==> src/rtl/rob_if.sv <==
// rob_if: dispatch / writeback / commit bundle for the reorder buffer.
//   alloc_*  : in-order allocation handshake from dispatch (tag returned)
//   alu_*    : ALU writeback port (target = TAG_INVALID means idle)
//   fwd_*    : forwarder writeback port (same encoding as ALU)
//   commit_* : in-order retirement handshake toward the register file
//   flush    : discard every outstanding entry
//   count    : occupied entries
// master = the surrounding pipeline, slave = the reorder buffer.
interface rob_if #(
    parameter int IDX_W  = 3,
    parameter int TAG_W  = 4,
    parameter int DATA_W = 32,
    parameter int REG_W  = 5
);
    logic              alloc_valid;
    logic [REG_W-1:0]  alloc_dest;
    logic              alloc_ready;
    logic [TAG_W-1:0]  alloc_tag;
    logic [TAG_W-1:0]  alu_target;
    logic [DATA_W-1:0] alu_result;
    logic [TAG_W-1:0]  fwd_target;
    logic [DATA_W-1:0] fwd_result;
    logic              commit_valid;
    logic [TAG_W-1:0]  commit_tag;
    logic [REG_W-1:0]  commit_dest;
    logic [DATA_W-1:0] commit_data;
    logic              commit_ready;
    logic              flush;
    logic [IDX_W:0]    count;

    modport master (
        output alloc_valid, alloc_dest,
        input  alloc_ready, alloc_tag,
        output alu_target, alu_result, fwd_target, fwd_result,
        input  commit_valid, commit_tag, commit_dest, commit_data,
        output commit_ready, flush,
        input  count
    );

    modport slave (
        input  alloc_valid, alloc_dest,
        output alloc_ready, alloc_tag,
        input  alu_target, alu_result, fwd_target, fwd_result,
        output commit_valid, commit_tag, commit_dest, commit_data,
        input  commit_ready, flush,
        output count
    );
endinterface

==> src/rtl/rob.sv <==
// rob: reorder buffer. Allocates entries in program order, captures results
// out of order by tag from two writeback ports (ALU has priority over the
// forwarder on a same-tag collision) and retires done entries in order.
// Ports:
//   clk  : clock, rising edge
//   rst  : synchronous active-high reset
//   bus  : rob_if.slave (alloc, writeback, commit, flush, count)
module rob #(
    parameter int DEPTH  = 8,
    parameter int IDX_W  = 3,
    parameter int TAG_W  = 4,
    parameter int DATA_W = 32,
    parameter int REG_W  = 5
) (
    input  logic clk,
    input  logic rst,
    rob_if.slave bus
);
    localparam int             NUM_WB   = 2;
    localparam logic [IDX_W:0] FULL_CNT = (IDX_W+1)'(DEPTH);

    typedef struct packed {
        logic [TAG_W-1:0]  tag;
        logic [DATA_W-1:0] data;
    } wb_t;

    logic [DEPTH-1:0]             busy_q, busy_d;
    logic [DEPTH-1:0]             done_q, done_d;
    logic [DEPTH-1:0][REG_W-1:0]  dest_q, dest_d;
    logic [DEPTH-1:0][DATA_W-1:0] data_q, data_d;
    logic [IDX_W-1:0]             head_q, head_d;
    logic [IDX_W-1:0]             tail_q, tail_d;
    logic [IDX_W:0]               count_q, count_d;

    wb_t  wb [NUM_WB];
    logic alloc_fire;
    logic commit_fire;

    // Port 0 = ALU, port 1 = forwarder; lower index wins a collision.
    always_comb begin
        wb[0] = '{tag: bus.alu_target, data: bus.alu_result};
        wb[1] = '{tag: bus.fwd_target, data: bus.fwd_result};
    end

    // Ready looks only at the registered count, so a same-cycle commit never
    // frees a slot for that cycle's allocation.
    assign bus.alloc_ready  = (count_q != FULL_CNT);
    assign bus.alloc_tag    = {1'b0, tail_q};
    assign bus.commit_valid = busy_q[head_q] && done_q[head_q];
    assign bus.commit_tag   = {1'b0, head_q};
    assign bus.commit_dest  = dest_q[head_q];
    assign bus.commit_data  = data_q[head_q];
    assign bus.count        = count_q;

    assign alloc_fire  = bus.alloc_valid && bus.alloc_ready;
    assign commit_fire = bus.commit_valid && bus.commit_ready;

    always_comb begin
        busy_d  = busy_q;
        done_d  = done_q;
        dest_d  = dest_q;
        data_d  = data_q;
        head_d  = head_q;
        tail_d  = tail_q;
        count_d = count_q;
        if (bus.flush) begin
            busy_d  = '0;
            done_d  = '0;
            head_d  = '0;
            tail_d  = '0;
            count_d = '0;
        end else begin
            // Walk ports lowest-priority first so the ALU overwrites last.
            // Gating on busy_q drops writebacks to an entry allocated this
            // same cycle.
            for (int p = NUM_WB-1; p >= 0; p--) begin
                if (!wb[p].tag[TAG_W-1] && busy_q[wb[p].tag[IDX_W-1:0]]) begin
                    done_d[wb[p].tag[IDX_W-1:0]] = 1'b1;
                    data_d[wb[p].tag[IDX_W-1:0]] = wb[p].data;
                end
            end
            if (commit_fire) begin
                busy_d[head_q] = 1'b0;
                done_d[head_q] = 1'b0;
                head_d         = head_q + 1'b1;
            end
            // Alloc cannot target head while commit fires: that needs the
            // buffer both empty and non-empty.
            if (alloc_fire) begin
                busy_d[tail_q] = 1'b1;
                done_d[tail_q] = 1'b0;
                dest_d[tail_q] = bus.alloc_dest;
                tail_d         = tail_q + 1'b1;
            end
            case ({alloc_fire, commit_fire})
                2'b10:   count_d = count_q + 1'b1;
                2'b01:   count_d = count_q - 1'b1;
                default: count_d = count_q;
            endcase
        end
    end

    always_ff @(posedge clk) begin
        if (rst) begin
            busy_q  <= '0;
            done_q  <= '0;
            head_q  <= '0;
            tail_q  <= '0;
            count_q <= '0;
        end else begin
            busy_q  <= busy_d;
            done_q  <= done_d;
            head_q  <= head_d;
            tail_q  <= tail_d;
            count_q <= count_d;
        end
    end

    // Payload only matters while busy, so it carries no reset.
    always_ff @(posedge clk) begin
        dest_q <= dest_d;
        data_q <= data_d;
    end
endmodule

==> src/flat_wrapper.sv <==
// flat-port wrapper written by rule: the top's interface ports become plain ports
module rob_flat 
#(
    parameter int DEPTH  = 8,
    parameter int IDX_W  = 3,
    parameter int TAG_W  = 4,
    parameter int DATA_W = 32,
    parameter int REG_W  = 5
)
  (clk, rst, bus_alloc_valid, bus_alloc_dest, bus_alloc_ready, bus_alloc_tag, bus_alu_target, bus_alu_result, bus_fwd_target, bus_fwd_result, bus_commit_valid, bus_commit_tag, bus_commit_dest, bus_commit_data, bus_commit_ready, bus_flush, bus_count);
  rob_if #(.IDX_W(IDX_W), .TAG_W(TAG_W), .DATA_W(DATA_W), .REG_W(REG_W)) bus_i ();
  input  logic clk;
  input  logic rst;
  input wire logic [$bits(bus_i.alloc_valid)-1:0] bus_alloc_valid;
  input wire logic [$bits(bus_i.alloc_dest)-1:0] bus_alloc_dest;
  output wire logic [$bits(bus_i.alloc_ready)-1:0] bus_alloc_ready;
  output wire logic [$bits(bus_i.alloc_tag)-1:0] bus_alloc_tag;
  input wire logic [$bits(bus_i.alu_target)-1:0] bus_alu_target;
  input wire logic [$bits(bus_i.alu_result)-1:0] bus_alu_result;
  input wire logic [$bits(bus_i.fwd_target)-1:0] bus_fwd_target;
  input wire logic [$bits(bus_i.fwd_result)-1:0] bus_fwd_result;
  output wire logic [$bits(bus_i.commit_valid)-1:0] bus_commit_valid;
  output wire logic [$bits(bus_i.commit_tag)-1:0] bus_commit_tag;
  output wire logic [$bits(bus_i.commit_dest)-1:0] bus_commit_dest;
  output wire logic [$bits(bus_i.commit_data)-1:0] bus_commit_data;
  input wire logic [$bits(bus_i.commit_ready)-1:0] bus_commit_ready;
  input wire logic [$bits(bus_i.flush)-1:0] bus_flush;
  output wire logic [$bits(bus_i.count)-1:0] bus_count;
  assign bus_i.alloc_valid = bus_alloc_valid;
  assign bus_i.alloc_dest = bus_alloc_dest;
  assign bus_alloc_ready = bus_i.alloc_ready;
  assign bus_alloc_tag = bus_i.alloc_tag;
  assign bus_i.alu_target = bus_alu_target;
  assign bus_i.alu_result = bus_alu_result;
  assign bus_i.fwd_target = bus_fwd_target;
  assign bus_i.fwd_result = bus_fwd_result;
  assign bus_commit_valid = bus_i.commit_valid;
  assign bus_commit_tag = bus_i.commit_tag;
  assign bus_commit_dest = bus_i.commit_dest;
  assign bus_commit_data = bus_i.commit_data;
  assign bus_i.commit_ready = bus_commit_ready;
  assign bus_i.flush = bus_flush;
  assign bus_count = bus_i.count;
  rob #(.DEPTH(DEPTH), .IDX_W(IDX_W), .TAG_W(TAG_W), .DATA_W(DATA_W), .REG_W(REG_W)) u_core (.clk(clk), .rst(rst), .bus(bus_i));
endmodule
==> config.mk <==
export PLATFORM = sky130hd
export DESIGN_NAME = rob_flat
export DESIGN_NICKNAME = d
export VERILOG_FILES = /design/src/rtl/rob_if.sv /design/src/rtl/rob.sv /design/src/flat_wrapper.sv
export SDC_FILE = /design/constraint.sdc
export NUM_CORES = 1
export LEC_CHECK = 0
export CORE_MARGIN = 3
export CORE_UTILIZATION = 27
export CTS_CLUSTER_SIZE = 25
export DETAILED_ROUTE_END_ITERATION = 8
export GPL_TIMING_DRIVEN = 0
export MAX_ROUTING_LAYER = met4
export SYNTH_ARGS = -nofsm -noshare
export SYNTH_HDL_FRONTEND = slang
export SYNTH_SLANG_ARGS = --single-unit
==> constraint.sdc <==
create_clock -name clk -period 25.1 [get_ports clk]
set_input_delay 5.02 -clock clk [delete_from_list [all_inputs] [get_ports clk]]
set_output_delay 5.02 -clock clk [all_outputs]
set_load 0.05 [all_outputs]
Yosys cells after proc, flatten, opt, wreduce, memory -nomap -nowiden
Index checks and enable logic that the tools add are counted.
{ "op_classes": {"n_addsub": 4, "order_cmp": 8, "eq_ne": 3, "muxes": 43, "bitwise_logic": 9, "reduce_logical": 14} }
{ "ops": {"columns": ["op", "n"], "rows": [
  ["two-way mux 256 bit", 3],
  ["bitwise mux 256 bit", 2],
  ["demux 32 bit (select 3 bit)", 2],
  ["binary-select mux 32 bit (select 3 bit)", 1],
  ["two-way mux 32 bit", 3],
  ["two-way mux 8 bit", 10],
  ["bitwise mux 40 bit", 1],
  ["AND 8 bit", 3],
  ["OR 8 bit", 3],
  ["< comparator 3 x 4 -> 1 bit (second input constant)", 4],
  ["inverter 8 bit", 2],
  ["binary-select mux 5 bit (select 3 bit)", 1],
  ["demux 5 bit (select 3 bit)", 1],
  ["binary-select mux 1 bit (select 3 bit)", 4],
  ["demux 1 bit (select 3 bit)", 4],
  ["greater-or-equal comparator 3 x 1 -> 1 bit (second input constant)", 4],
  ["two-way mux 5 bit", 2],
  ["logical AND 1 bit", 9],
  ["two-way mux 1 bit", 8],
  ["case mux 4 bit (2 select lines)", 1],
  ["adder 3 x 1 -> 3 bit (second input constant)", 2],
  ["adder 4 x 1 -> 4 bit (second input constant)", 1],
  ["!= test 4 bit (second input constant)", 1],
  ["subtractor 4 x 1 -> 4 bit (second input constant)", 1],
  ["other kinds (7)", 8]
]} }
{ "totals": {"ff_bits": 322, "input_bits": 82, "out_inout_bits": 51} }

Logic depth before layout (Yosys ltp)
{ "depth": {"depth_word": 15, "ltp_mapped": 10, "depth_no_buf": 10} }

Worst setup path after synthesis
OpenSTA, ideal clock, no wires.
{ "synth_timing": {"path_kind": "input port to flip-flop", "from": "input port bus_flush", "to": "register u_core.dest_q[5] in the netlist's numbering (enable)", "setup_ns": 0.327, "arrival_ns": 11.225, "t_required_ns": 24.773, "setup_slack_ns": 13.548, "cell_stages": 3, "n_path_buf": 1, "path_cell_list": "clkbuf_1 > inv_1 > and3_2"} }
{ "synth_via": {"elab_chain_len": 2} }
{ "synth_rtl": {"columns": ["item", "line", "text"], "rows": [
  ["start: declaration", "flat_wrapper.sv:27", "input wire logic [$bits(bus_i.flush)-1:0] bus_flush;"],
  ["inverter 1 bit (no source line)", null, null],
  ["AND reduction 2 bit (no source line)", null, null],
  ["end signal: assignment", "rob.sv:121", "dest_q <= dest_d;"],
  ["end: declaration", "rob.sv:29", "logic [DEPTH-1:0][REG_W-1:0] dest_q, dest_d;"]
]} }
Every way passes these cells.
A chain may end at the register's enable or synchronous reset.

Final worst setup path
{ "layout_timing": {"from": "register u_core.head_q[1]", "to": "output port bus_commit_data[1]"} }
{ "layout_via": {"elab_chain_len": 2} }
{ "layout_rtl": {"columns": ["item", "line", "text"], "rows": [
  ["start: declaration", "rob.sv:31", "logic [IDX_W-1:0] head_q, head_d;"],
  ["start signal: assignment", "rob.sv:107", "head_q <= '0;"],
  ["start signal: assignment", "rob.sv:113", "head_q <= head_d;"],
  ["binary-select mux 32 bit (select 3 bit)", "rob.sv:52", "assign bus.commit_data = data_q[head_q];"],
  ["two-way mux 32 bit (implied by the code)", "rob.sv:52", null],
  ["end: declaration", "flat_wrapper.sv:25", "output wire logic [$bits(bus_i.commit_data)-1:0] bus_commit_data;"]
]} }
Every way passes these cells. The select of a mux whose other input is x is not followed.

==> parameters.txt <==
Parameter                              Value

Worst setup path
  CP max FO ... 10
  Crit path capture type ... output pin
  CP top delay family ... buffers and inverters
  Data arrival, critical path ... 4.28 ns
  Most used cell, CP ... clkbuf_1
  Crit-path slowest cell ... clkdlybuf4s50_1
  Worst setup slack for register-to-register paths ... 22.10 ns
  Startpoint of the most critical register-to-register path ... u_core.head_q[2]
  CP Cell Sequence ... buf_2 -> clkbuf_1 -> clkbuf_1 -> a22oi_1 -> o221ai_1 -> clkdlybuf4s50_1
  Combined buffer and inverter count along the critical path ... 4
  Startpoint types ... flop
  Crit Reg-Reg Endpoint ... u_core.bus.count[2]
  Delay of the slowest cell on the worst path ... 0.92 ns
  Required time of the worst setup path ... 20.08 ns
  Number of cells on the worst reg-to-reg path ... 10
  Critical setup path kind ... flop to output pin

Power
  Proportion of total power due to net switching ... 23.6%
  Post-layout total power ... 0.00124 W
  Gate power share ... under 10%
  Sequential cell fraction of total power ... 50.4%
  Sw power ... 0.000294 W
  Int Pwr ... 0.000951 W
  Leakage power summed over all cells ... 8.81 nW
  Share of power burned in the clock network ... approximately two fifths
  Areal power density over the cells ... 58.3 nW/um^2
  Max IR drop VDD ... 0.0000345 V

Hold path
  Hold wc startpoint ... u_core.bus.count[3]
  Hold endpoint ... u_core.bus.count[3]
  Hold-critical path depth ... 2
  Hold Path Class ... flop to flop

Synthesis
  Synth top area cells ... edfxtp_1 48%, mux2i_1 16%, a21oi_1 7.9%
  Count of unique library cells instantiated by Yosys ... 52
  FFs w/ async S/R, synth ... 0%
  Total standard cell area after synthesis ... 18,400 um^2
  Number of enable-type register cells in the synthesized netlist ... approximately 300
  Warning count from the yosys run ... 0
  Share of the synthesized area in the top cell type ... 48.3%
  Largest area contributor in the synthesized netlist ... edfxtp_1
  Synthesized netlist cell count ... 1,719
  Average size of a mapped cell ... 10.7 um^2
  Post-synth top flop ... edfxtp_1
  Share of the yosys chip area belonging to registers ... between 50% and 60%
  Count of state elements after synthesis ... 322

Clock tree
  Number of resized instances in the post-cts repair step ... 0
  Clock tree from TritonCTS ... done
  Total clock buffers created by CTS ... 37
  H-tree depth reported by CTS ... 2
  Number of buffers added to fix hold violations after cts ... 0
  Cell chosen for the clock root ... clkbuf_16
  Clock Sink Count ... about 320
  Number of buffers inserted by post-CTS setup repair ... 0
  Latest clock arrival within the worst-skew pair ... 0.53 ns
  Buffers from clock root to sink, at most ... 3
  CTS clk-pin slew, worst paths ... approximately 0.06 ns

Global routing
  Fraction of met1 tracks used by global routing ... 22.6%
  Highest-utilization routing layer at the global route stage ... met2
  Total gr overflow ... 0
  First-pass GRT wire length ... 93,600 um
  Maximum number of pins on one net before global-route repair ... 135
  Routing usage on met2 ... approximately 29%
  Total GRT Usage ... 18.1%
  Initial antenna violation count ... 11
  Vias in the first global route ... between 10,000 and 15,000
  Fraction of met3 tracks used by global routing ... 4.47%

Timing
  Worst slew margin relative to its limit ... 27.0%
  Pin slew with the least headroom to its limit ... 1.10 ns
  Fin. Hold Viols ... 0
  Fin crit share ... approximately 37%
  Total Neg Setup Slack ... 0 ns
  RSZ-0062 raised after global routing ... false
  Setup-violating endpoint count in the final report ... 0
  Post-route clock skew ... 0.0112 ns
  Final number of max-transition violations ... 0
  Minimum clock period after layout ... 9.30 ns
  Setup WS post-layout ... between 15 and 20 ns
  Highest clock rate ... 108 MHz

Placement
  Placement-stage worst setup slack ... 16.52 ns
  Inst Count DP ... 2,659
  Routability-driven placement congestion ratio ... 0.860
  Port buffer count ... 65
  HPWL after detailed placement ... 43,900 um

Floorplan
  Horiz. Die Dim ... between 200 and 300 um
  Initial core utilization ... a little over a quarter
  Die area ... 71,300 um^2
  Number of top-level pins ... 133
  Y dimension of the die ... approximately 270 um
  Row count ... 95
  Core region area ... 67,300 um^2

Final layout
  Final standard cell count with taps included and fillers excluded ... 2,734
  Final core utilization ... 31.7%
  Fraction of final layout cells sized beyond drive strength 1 ... approximately a tenth
  Synthesis-to-layout area growth ... 16.0%
  Leading cell types in the layout, fill and taps excluded ... 298 x nor2_1, 296 x edfxtp_1, 291 x a21oi_1, 288 x mux2i_1, 113 x clkbuf_1
  Layout net count ... 1,912
  Commonest non-fill, non-tap cell in the layout ... nor2_1

Routing
  Number of nets with antenna violations after detailed routing ... 0
  Wire per inst ... between 20 and 25 um
  Post-detailed-route DRC marker count ... 0
  Total via count in the routed design ... 14,500
  Vias per inst ... 5.32
  Number of iterations in the first detailed-routing pass ... 7
  DRC violation total after the first TritonRoute iteration ... around 1,500
  DRT Wirelength ... roughly 65,000 um

Flow run
  Max_cap viols ... 0

Outcome
  Outcome ... completed
metal layers:
layer | vias to the layer above | part of all wire, %
li1 | 6559 | -
met1 | 7123 | 41
met2 | 727 | 47
met3 | 125 | 9.4
met4 | 0 | 3.4
met5 | - | 0
Yosys cell counts, types with 2 or more instances:
master and count:
a21oi_1 291, clkbuf_8 2, a32o_1 8, nor2b_1 6, nor3_1 9, edfxtp_1 296
buf_1 45, or3_1 3, nor3b_1 3, a22oi_1 41, buf_6 2, nand4b_1 5
nand2b_1 2, mux4_2 6, dfxtp_1 26, ha_1 5, xor2_1 4, nand3_1 12
and2_1 10, mux2_2 79, o21ai_0 5, nand3b_1 12, buf_2 41, and3_1 2
nand2_1 44, o221ai_1 35, mux2i_1 288, clkbuf_1 103, nor2_1 298, o2111a_1 6
nand4_1 5, buf_4 5
per-stage QoR:
| stage | hold slack, ns | area, um^2 |
|---|---|---|
| after floorplan | 0.464 | 18400 |
| after global placement | 0.475 | 20100 |
| after detailed placement | 0.490 | 20200 |
| after CTS | 0.498 | 21300 |
| after global routing | 0.523 | 21300 |
| final | 0.497 | 21300 |
sequential cells by signal, summed over array words and instances, names as in the netlist:
signal / cells
u_core.busy_q: 8
u_core.data_q: 256
u_core.head_q: 3
u_core.dest_q: 40
u_core.done_q: 8
u_core.bus.count: 4
u_core.tail_q: 3
power by group through the flow:
| stage | sequential (W) | combinational, W | clock [W] |
|---|---|---|---|
| 2_1_floorplan | 0.000638 | 0.0000693 | 0 |
| 3_3_place_gp | 0.000642 | 0.0000963 | 0 |
| 3_5_place_dp | 0.000638 | 0.0000996 | 0 |
| 4_1_cts | 0.000626 | 0.000100 | 0.000525 |
| 5_1_grt | 0.000629 | 0.000109 | 0.000549 |
| 6_report | 0.000627 | 0.0000997 | 0.000518 |
worst max path at each step:
stage / end / cells past startpoint / slack, ns / from
floorplan: u_core.dest_q[5] / 3 / 13.55 / bus_flush
finish: bus_commit_data[1] / 6 / 15.80 / u_core.head_q[1]
CTS: bus_commit_data[1] / 6 / 15.92 / u_core.head_q[1]
global route: bus_commit_data[1] / 6 / 15.71 / u_core.head_q[1]
detailed placement: bus_commit_data[1] / 6 / 16.52 / u_core.head_q[1]
global placement: u_core.dest_q[6] / 4 / 10.44 / bus_flush
cell families (layout without fill, tap and decap cells):
logic type      after synthesis  after routing  share of synthesized area [%]
mux                         373            373                           21.2
other cells                   1             13                         0.0204
compound gates              394            394                           12.6
simple gates                420            420                           9.77
xor+xnor                      4              4                          0.190
buf+inv                     200            330                           4.71
fa+ha+maj                     5              5                          0.340
flops                       322            322                           51.1
worst register-to-register path, stage by stage, from the launching register on:
cell     delay, ns
dfxtp_1       0.37
buf_2         0.31
mux4_2        0.64
a22o_1        0.31
ha_1          0.27
xor2_1        0.16
ha_1          0.19
a21oi_1       0.16
xor2_1        0.09
or3_1         0.30
a21oi_1       0.13
area by class of cell:
cell class              instances  area, um^2
flip-flops and latches        322        9410
clock inverters                16         138
plain buffers                 199         863
repair buffers                 66         678
well taps                     873        1090
fillers                      6823       45900
multi-input cells            1198        8120
clock buffers                  48         988
diodes                         11        27.5
inverters                       1        11.3
(Power assumes the default switching activity.)
